## src/rtl/usb_pkg.sv

```systemverilog
// usb_pkg: shared USB receive/transmit types and constants
package usb_pkg;
  typedef enum logic [1:0] {NORMAL, DROP, ERROR} unstuff_state_t;
  localparam int USB_STUFF_RUN = 6;
endpackage

```

## src/rtl/usb_byte_assembler.sv

```systemverilog
// usb_byte_assembler: LSB-first serial-to-byte shift register with completion pulse
module usb_byte_assembler (
  input  logic       clk,
  input  logic       RST,
  input  logic       clr,
  input  logic       bit_in,
  input  logic       bit_valid,
  output logic [7:0] out_byte,
  output logic       out_byte_valid
);
  logic [2:0] cnt;
  always_ff @(posedge clk) begin
    if (RST || clr) begin
      cnt            <= '0;
      out_byte       <= '0;
      out_byte_valid <= 1'b0;
    end else begin
      out_byte_valid <= bit_valid && cnt == 3'd7;
      if (bit_valid) begin
        out_byte <= {bit_in, out_byte[7:1]};
        cnt      <= cnt + 3'd1;
      end
    end
  end
endmodule

```

## src/rtl/usb_bit_unstuffer.sv

```systemverilog
// usb_bit_unstuffer: removes the stuffed zero after RUN_LEN ones, flags stuffing violations.
// Optional byte assembly output enabled by USB_UNSTUFF_BYTE_EN.
module usb_bit_unstuffer
  import usb_pkg::*;
#(
  parameter int RUN_LEN = USB_STUFF_RUN,
  parameter int CNT_W   = 3
) (
  input  logic       clk,
  input  logic       RST,
  input  logic       in_bit,
  input  logic       in_valid,
  input  logic       pkt_start,
  output logic       out_bit,
  output logic       out_valid,
  output logic       stuff_err,
  output logic       in_error
`ifdef USB_UNSTUFF_BYTE_EN
  ,
  output logic [7:0] out_byte,
  output logic       out_byte_valid
`endif
);
  unstuff_state_t state, eff_state;
  logic [CNT_W-1:0] ones_cnt, eff_cnt;
  // pkt_start restarts run tracking in the same cycle it arrives
  always_comb begin
    eff_state = pkt_start ? NORMAL : state;
    eff_cnt   = pkt_start ? '0 : ones_cnt;
  end
  assign in_error = state == ERROR;
  always_ff @(posedge clk) begin
    if (RST) begin
      state     <= NORMAL;
      ones_cnt  <= '0;
      out_bit   <= 1'b0;
      out_valid <= 1'b0;
      stuff_err <= 1'b0;
    end else begin
      out_valid <= 1'b0;
      stuff_err <= 1'b0;
      state     <= eff_state;
      ones_cnt  <= eff_cnt;
      if (in_valid) begin
        case (eff_state)
          NORMAL: begin
            out_valid <= 1'b1;
            out_bit   <= in_bit;
            ones_cnt  <= in_bit ? eff_cnt + CNT_W'(1) : '0;
            state     <= (in_bit && eff_cnt == CNT_W'(RUN_LEN - 1)) ? DROP : NORMAL;
          end
          DROP: begin
            ones_cnt  <= '0;
            stuff_err <= in_bit;
            state     <= in_bit ? ERROR : NORMAL;
          end
          default: ones_cnt <= '0;
        endcase
      end
    end
  end
`ifdef USB_UNSTUFF_BYTE_EN
  usb_byte_assembler u_asm (
    .clk            (clk),
    .RST            (RST),
    .clr            (pkt_start || stuff_err),
    .bit_in         (out_bit),
    .bit_valid      (out_valid),
    .out_byte       (out_byte),
    .out_byte_valid (out_byte_valid)
  );
`endif
endmodule

```

## config.mk

```make
export PLATFORM = sky130hd
export DESIGN_NAME = usb_bit_unstuffer
export DESIGN_NICKNAME = d
export VERILOG_FILES = /design/src/rtl/usb_pkg.sv /design/src/rtl/usb_byte_assembler.sv /design/src/rtl/usb_bit_unstuffer.sv
export SDC_FILE = /design/constraint.sdc
export NUM_CORES = 1
export LEC_CHECK = 0
export ABC_CLOCK_PERIOD_IN_PS = 1700
export BUFFER_PORTS_ARGS = -buffer_cell sky130_fd_sc_hd__buf_4
export CAP_MARGIN = 20
export CORE_AREA = 2 2 39 41
export DETAILED_ROUTE_END_ITERATION = 8
export DIE_AREA = 0 0 41 43
export PLACE_DENSITY_LB_ADDON = 0.2
export SLEW_MARGIN = 20
export SYNTH_ARGS = -nofsm -noshare
export SYNTH_HDL_FRONTEND = slang
export SYNTH_SLANG_ARGS = --single-unit
```

## constraint.sdc

```tcl
create_clock -name clk -period 1.7 [get_ports clk]
set_clock_uncertainty 0.05 [all_clocks]
set_input_delay 0.085 -clock clk [delete_from_list [all_inputs] [get_ports clk]]
set_output_delay 0.085 -clock clk [all_outputs]
set_load 0.05 [all_outputs]
```

### After elaboration in Yosys (flattened, before gate mapping)

Index checks and enable logic that the tools add are counted.

* flip-flop bits (word level): 8
* output and inout bits: 4
* word-level logic and storage cells: 26

* $add $sub $neg: 1
* equality and inequality tests: 3
* muxes and demuxes: 10
* bitwise logic cells: 2
* reductions and logical operators: 5

Operator list (number)
* 3-bit two-way mux: 4
* 2-bit two-way mux: 3
* 2-bit case mux with 2 select lines: 1
* 3-bit by 1-bit adder with 3-bit output (second input constant): 1
* 3-bit == test (second input constant): 1
* 3-bit OR reduction: 1
* 2-bit by 1-bit == test with 1-bit output (second input constant): 1
* 2-bit == test (second input constant): 1
* 2-bit zero test: 1
* 1-bit two-way mux: 2
* 1-bit NOT: 2
* 2-bit AND reduction: 1
* 2-bit OR reduction: 1
* 1-bit logical AND: 1

### Logic depth before layout (Yosys ltp)

* depth after elaboration: 6
* gate-level depth with buffers: 5
* gate-level depth less buffers: 5

### Least setup slack after synthesis

Ideal clock, no wire load.

* path type: flip-flop to output port
* start: reg state[1]
* end: out in_error
* data arrival time: 1.126 ns
* required time: 1.565 ns
* path slack: 0.439 ns
* stages on the path, launching flop included: 2
* path buffers: 0
* cell sequence: dfxtp_1 -> nor2b_1

* longest elaborated chain between the ends: 1

RTL lines
* start, declared: line usb_bit_unstuffer.sv:24 `unstuff_state_t state, eff_state;`
* start signal, assigned: line usb_bit_unstuffer.sv:42 `state <= eff_state;`
* start signal, assigned: line usb_bit_unstuffer.sv:50 `state <= (in_bit && eff_cnt == CNT_W'(RUN_LEN - 1)) ? DROP : NORMAL;`
* start signal, assigned: line usb_bit_unstuffer.sv:55 `state <= in_bit ? ERROR : NORMAL;`
* 2-bit == test: line usb_bit_unstuffer.sv:31 `assign in_error = state == ERROR;`
* end, declared: line usb_bit_unstuffer.sv:17 `output logic in_error`

Every way passes these cells.

### Worst setup path after layout

* start: in pkt_start
* end: reg ones_cnt[2]

* longest elaborated chain between the ends: 5
* elaborated cells between the ends (all ways): 7
* those cells by class: add/sub (1); mux (5); reduce/logical (1)

RTL lines
* start, declared: line usb_bit_unstuffer.sv:13 `input logic pkt_start,`
* 3-bit two-way mux: line usb_bit_unstuffer.sv:29 `eff_cnt = pkt_start ? '0 : ones_cnt;`
* 3-bit by 1-bit adder with 3-bit output: line usb_bit_unstuffer.sv:49 `ones_cnt <= in_bit ? eff_cnt + CNT_W'(1) : '0;`
* 3-bit two-way mux: line usb_bit_unstuffer.sv:49
* 3-bit two-way mux: line usb_bit_unstuffer.sv:45 `case (eff_state)`
* 3-bit two-way mux *: line usb_bit_unstuffer.sv:44 `if (in_valid) begin`
* end signal, assigned: line usb_bit_unstuffer.sv:43 `ones_cnt <= eff_cnt;`
* end signal, assigned: line usb_bit_unstuffer.sv:49
* end, declared: line usb_bit_unstuffer.sv:25 `logic [CNT_W-1:0] ones_cnt, eff_cnt;`

Mark *: on every way between the ends. The rest lies on a longest branch, timed or not.
A chain may end at the register's enable or synchronous reset.

==> results.json <==
{
  "drcViolationCount": 0,
  "cap_violations": 0,
  "grt_overflow": 0,
  "syn_avg_cell_area_um2": 9.35,
  "grt_usage_pct": 9.47,
  "die_height_um": 43,
  "core_area_um2": 1380,
  "via_per_inst": 4.52,
  "cp_cell_sequence": "dlygate4sd3_1 > buf_4 > and2b_1 > ha_1 > o41a_1 > o22ai_2",
  "die-area_um2": 1760,
  "required_ns": 1.83,
  "synth_top_area_share_pct": 42.8,
  "powerDensity_nw_per_um2": 775,
  "finalHoldViolations": 0,
  "netlist_area_um2": 374,
  "ant_nets": 0,
  "clock_sinks": 8,
  "io_pins": 9,
  "vdd_drop_max_uv": 375,
  "finalCritPeriodShare_pct": 90.0,
  "yosys_most_used_dff": "dfxtp_1",
  "outcome": "finished clean",
  "yosysSeqAreaShare_pct": 42.8,
  "power_frac_seq_pct": 50.1,
  "pwr-share-clk_pct": 37.6,
  "crit_fanout": 7,
  "fin_setup_tns_ns": 0,
  "crit_type": "in -> reg",
  "pwr-share-comb_pct": 12.3,
  "final_cells": 69,
  "maxSlewViolCount": 0,
  "cts_htree_levels": 1,
  "rows": 14,
  "yosys.area.top_type": "dfxtp_1",
  "cts_tree": "built",
  "synth-seq-cells": 8,
  "layout-drive-gt1-share_pct": 30.2,
  "holdWs_ns": 0.0399,
  "nets": 62,
  "clock_latency_ns": 0.25,
  "p_leak_nw": 0.219,
  "clockBufferDepth": 2,
  "crit_path_end_kind": "flip-flop",
  "drt_iter0_markers": 0,
  "diodes": 0,
  "reg2reg_from": "ones_cnt[0]$_SDFF_PP0_",
  "syn2layout_area_growth_pct": 32.8,
  "via_count": 312,
  "p_switching_w": 0.0000916,
  "dp.final_hpwl_um": 515,
  "intPower_w": 0.000293,
  "wirelength_um": 688,
  "synth_edf_count": 0,
  "crit_path_start": "pkt_start",
  "cts-root-buf": "clkbuf_4",
  "antenna_found_initial": 0,
  "hold_class": "in -> reg",
  "post-synth-top-count-cell": "dfxtp_1",
  "clkTransAtPathRegs_ns": 0.06,
  "relSlewSlack_pct": 86.7,
  "swShare_pct": 23.8,
  "synthCells": 40,
  "synthArstFlopShare_pct": 0,
  "synth_area_leaders": "dfxtp_1, ha_1, nand2_1",
  "grt_pass1_vias": 269,
  "cts_setup_buffers": 0,
  "critical-path-top-delay-family": "buffers and inverters",
  "crit_buf_inv": 2,
  "initial_core_util_pct": 27.0,
  "numPlacedInstances": 64,
  "crit_path_start_kind": "input pin",
  "max_stage_delay_ns": 0.52,
  "yosysUniqueCellTypes": 20,
  "wire_per_inst_um": 9.97,
  "finalSetupViolCount": 0,
  "hp-start": "in_valid",
  "crit_arrival_ns": 1.66,
  "port_buffers": 8,
  "rsz0062_at_grt": "false",
  "max_slew.worst_pin.slew_ns": 0.198,
  "synth_nets": 47,
  "ys_warn_count": 0,
  "min_period_ns": 1.53,
  "place_congestion": 0.677,
  "grt_max_degree": 8,
  "place_area_um2": 454,
  "grt_first_pass_wirelength_um": 1080,
  "die_width_um": 41,
  "fin_area_um2": 497,
  "firstDrtPassIters": 1,
  "crit_slowest_cell": "dlygate4sd3_1",
  "netlist_top_cells_count": "dfxtp_1, nand2_1, inv_1",
  "max_freq_mhz": 654,
  "cts_buffers": 3
}
[per-layer routing]
layer | GRT usage, % | share of wire (%)
met4 | 4.00 | 0.73
met3 | 7.85 | 8.9
met5 | 0 | 0
met1 | 11.0 | 45
met2 | 12.2 | 45
[placed cells by master (no fill, tap or decap), types with 2 or more instances in the layout]
cell type,count
buf_4,8
dfxtp_1,8
nand2_1,6
inv_1,4
nor2_1,3
clkbuf_4,3
nor2b_1,2
nor3_1,2
ha_1,2
dlygate4sd3_1,2
[registers in the layout, summed over array words and instances (netlist names)]
signal and flops:
out_valid 1, ones_cnt 3, out_bit 1, state 2
stuff_err 1
[power groups by stage]
stage	Clock [W]	Combinational (W)	Sequential [W]
floorplan	0	0.0000152	0.000206
global placement	0	0.0000446	0.000197
detailed placement	0	0.0000435	0.000197
CTS	0.000151	0.0000474	0.000193
global route	0.000164	0.0000500	0.000193
finish	0.000145	0.0000472	0.000193
[worst min-delay path, stage by stage]
cell     delay [ns]
buf_4          0.13
nand2_1        0.05
nor2_1         0.03
[cell type report]
class                           instances  area (um2)
Multi-Input combinational cell         28         199
Timing Repair Buffer                   10        80.1
Clock buffer                            3        22.5
Fill cell                             143         887
Inverter                                4        15.0
Tap cell                               16        20.0
Sequential cell                         8         160
[through the flow]
step           util (%)  total power (W)  setup WS [ns]
5_1_grt            35.9         0.000406          0.148
3_3_place_gp       32.8         0.000241          0.449
6_report           35.9         0.000385          0.170
3_5_place_dp       32.8         0.000241          0.408
2_1_floorplan         -         0.000221          0.439
4_1_cts            35.9         0.000391          0.174
[repair_timing]
action	in CTS	in global routing
endpoints found under the hold margin	2	0
hold buffers	2	0
resized for setup	0	0
[cells by family after synthesis]
logic type	Yosys count	share of synthesized area, %
AOI/OAI and AO/OA	9	22.7
and+or+nand+nor	17	23.7
adders and majority gates	2	6.69
DFF	8	42.8
buffers and inverters	4	4.01
[worst paths after layout]
kind / endpoint / slack (ns) / cells after the start
min reg2reg: ones_cnt[2]$_SDFF_PP0_ / 0.45 / 2
max: ones_cnt[2]$_SDFF_PP0_ / 0.17 / 6
min: out_valid$_SDFF_PP0_ / 0.04 / 3
max reg2reg: ones_cnt[2]$_SDFF_PP0_ / 0.40 / 4
Power figures use the tool's default switching activity.
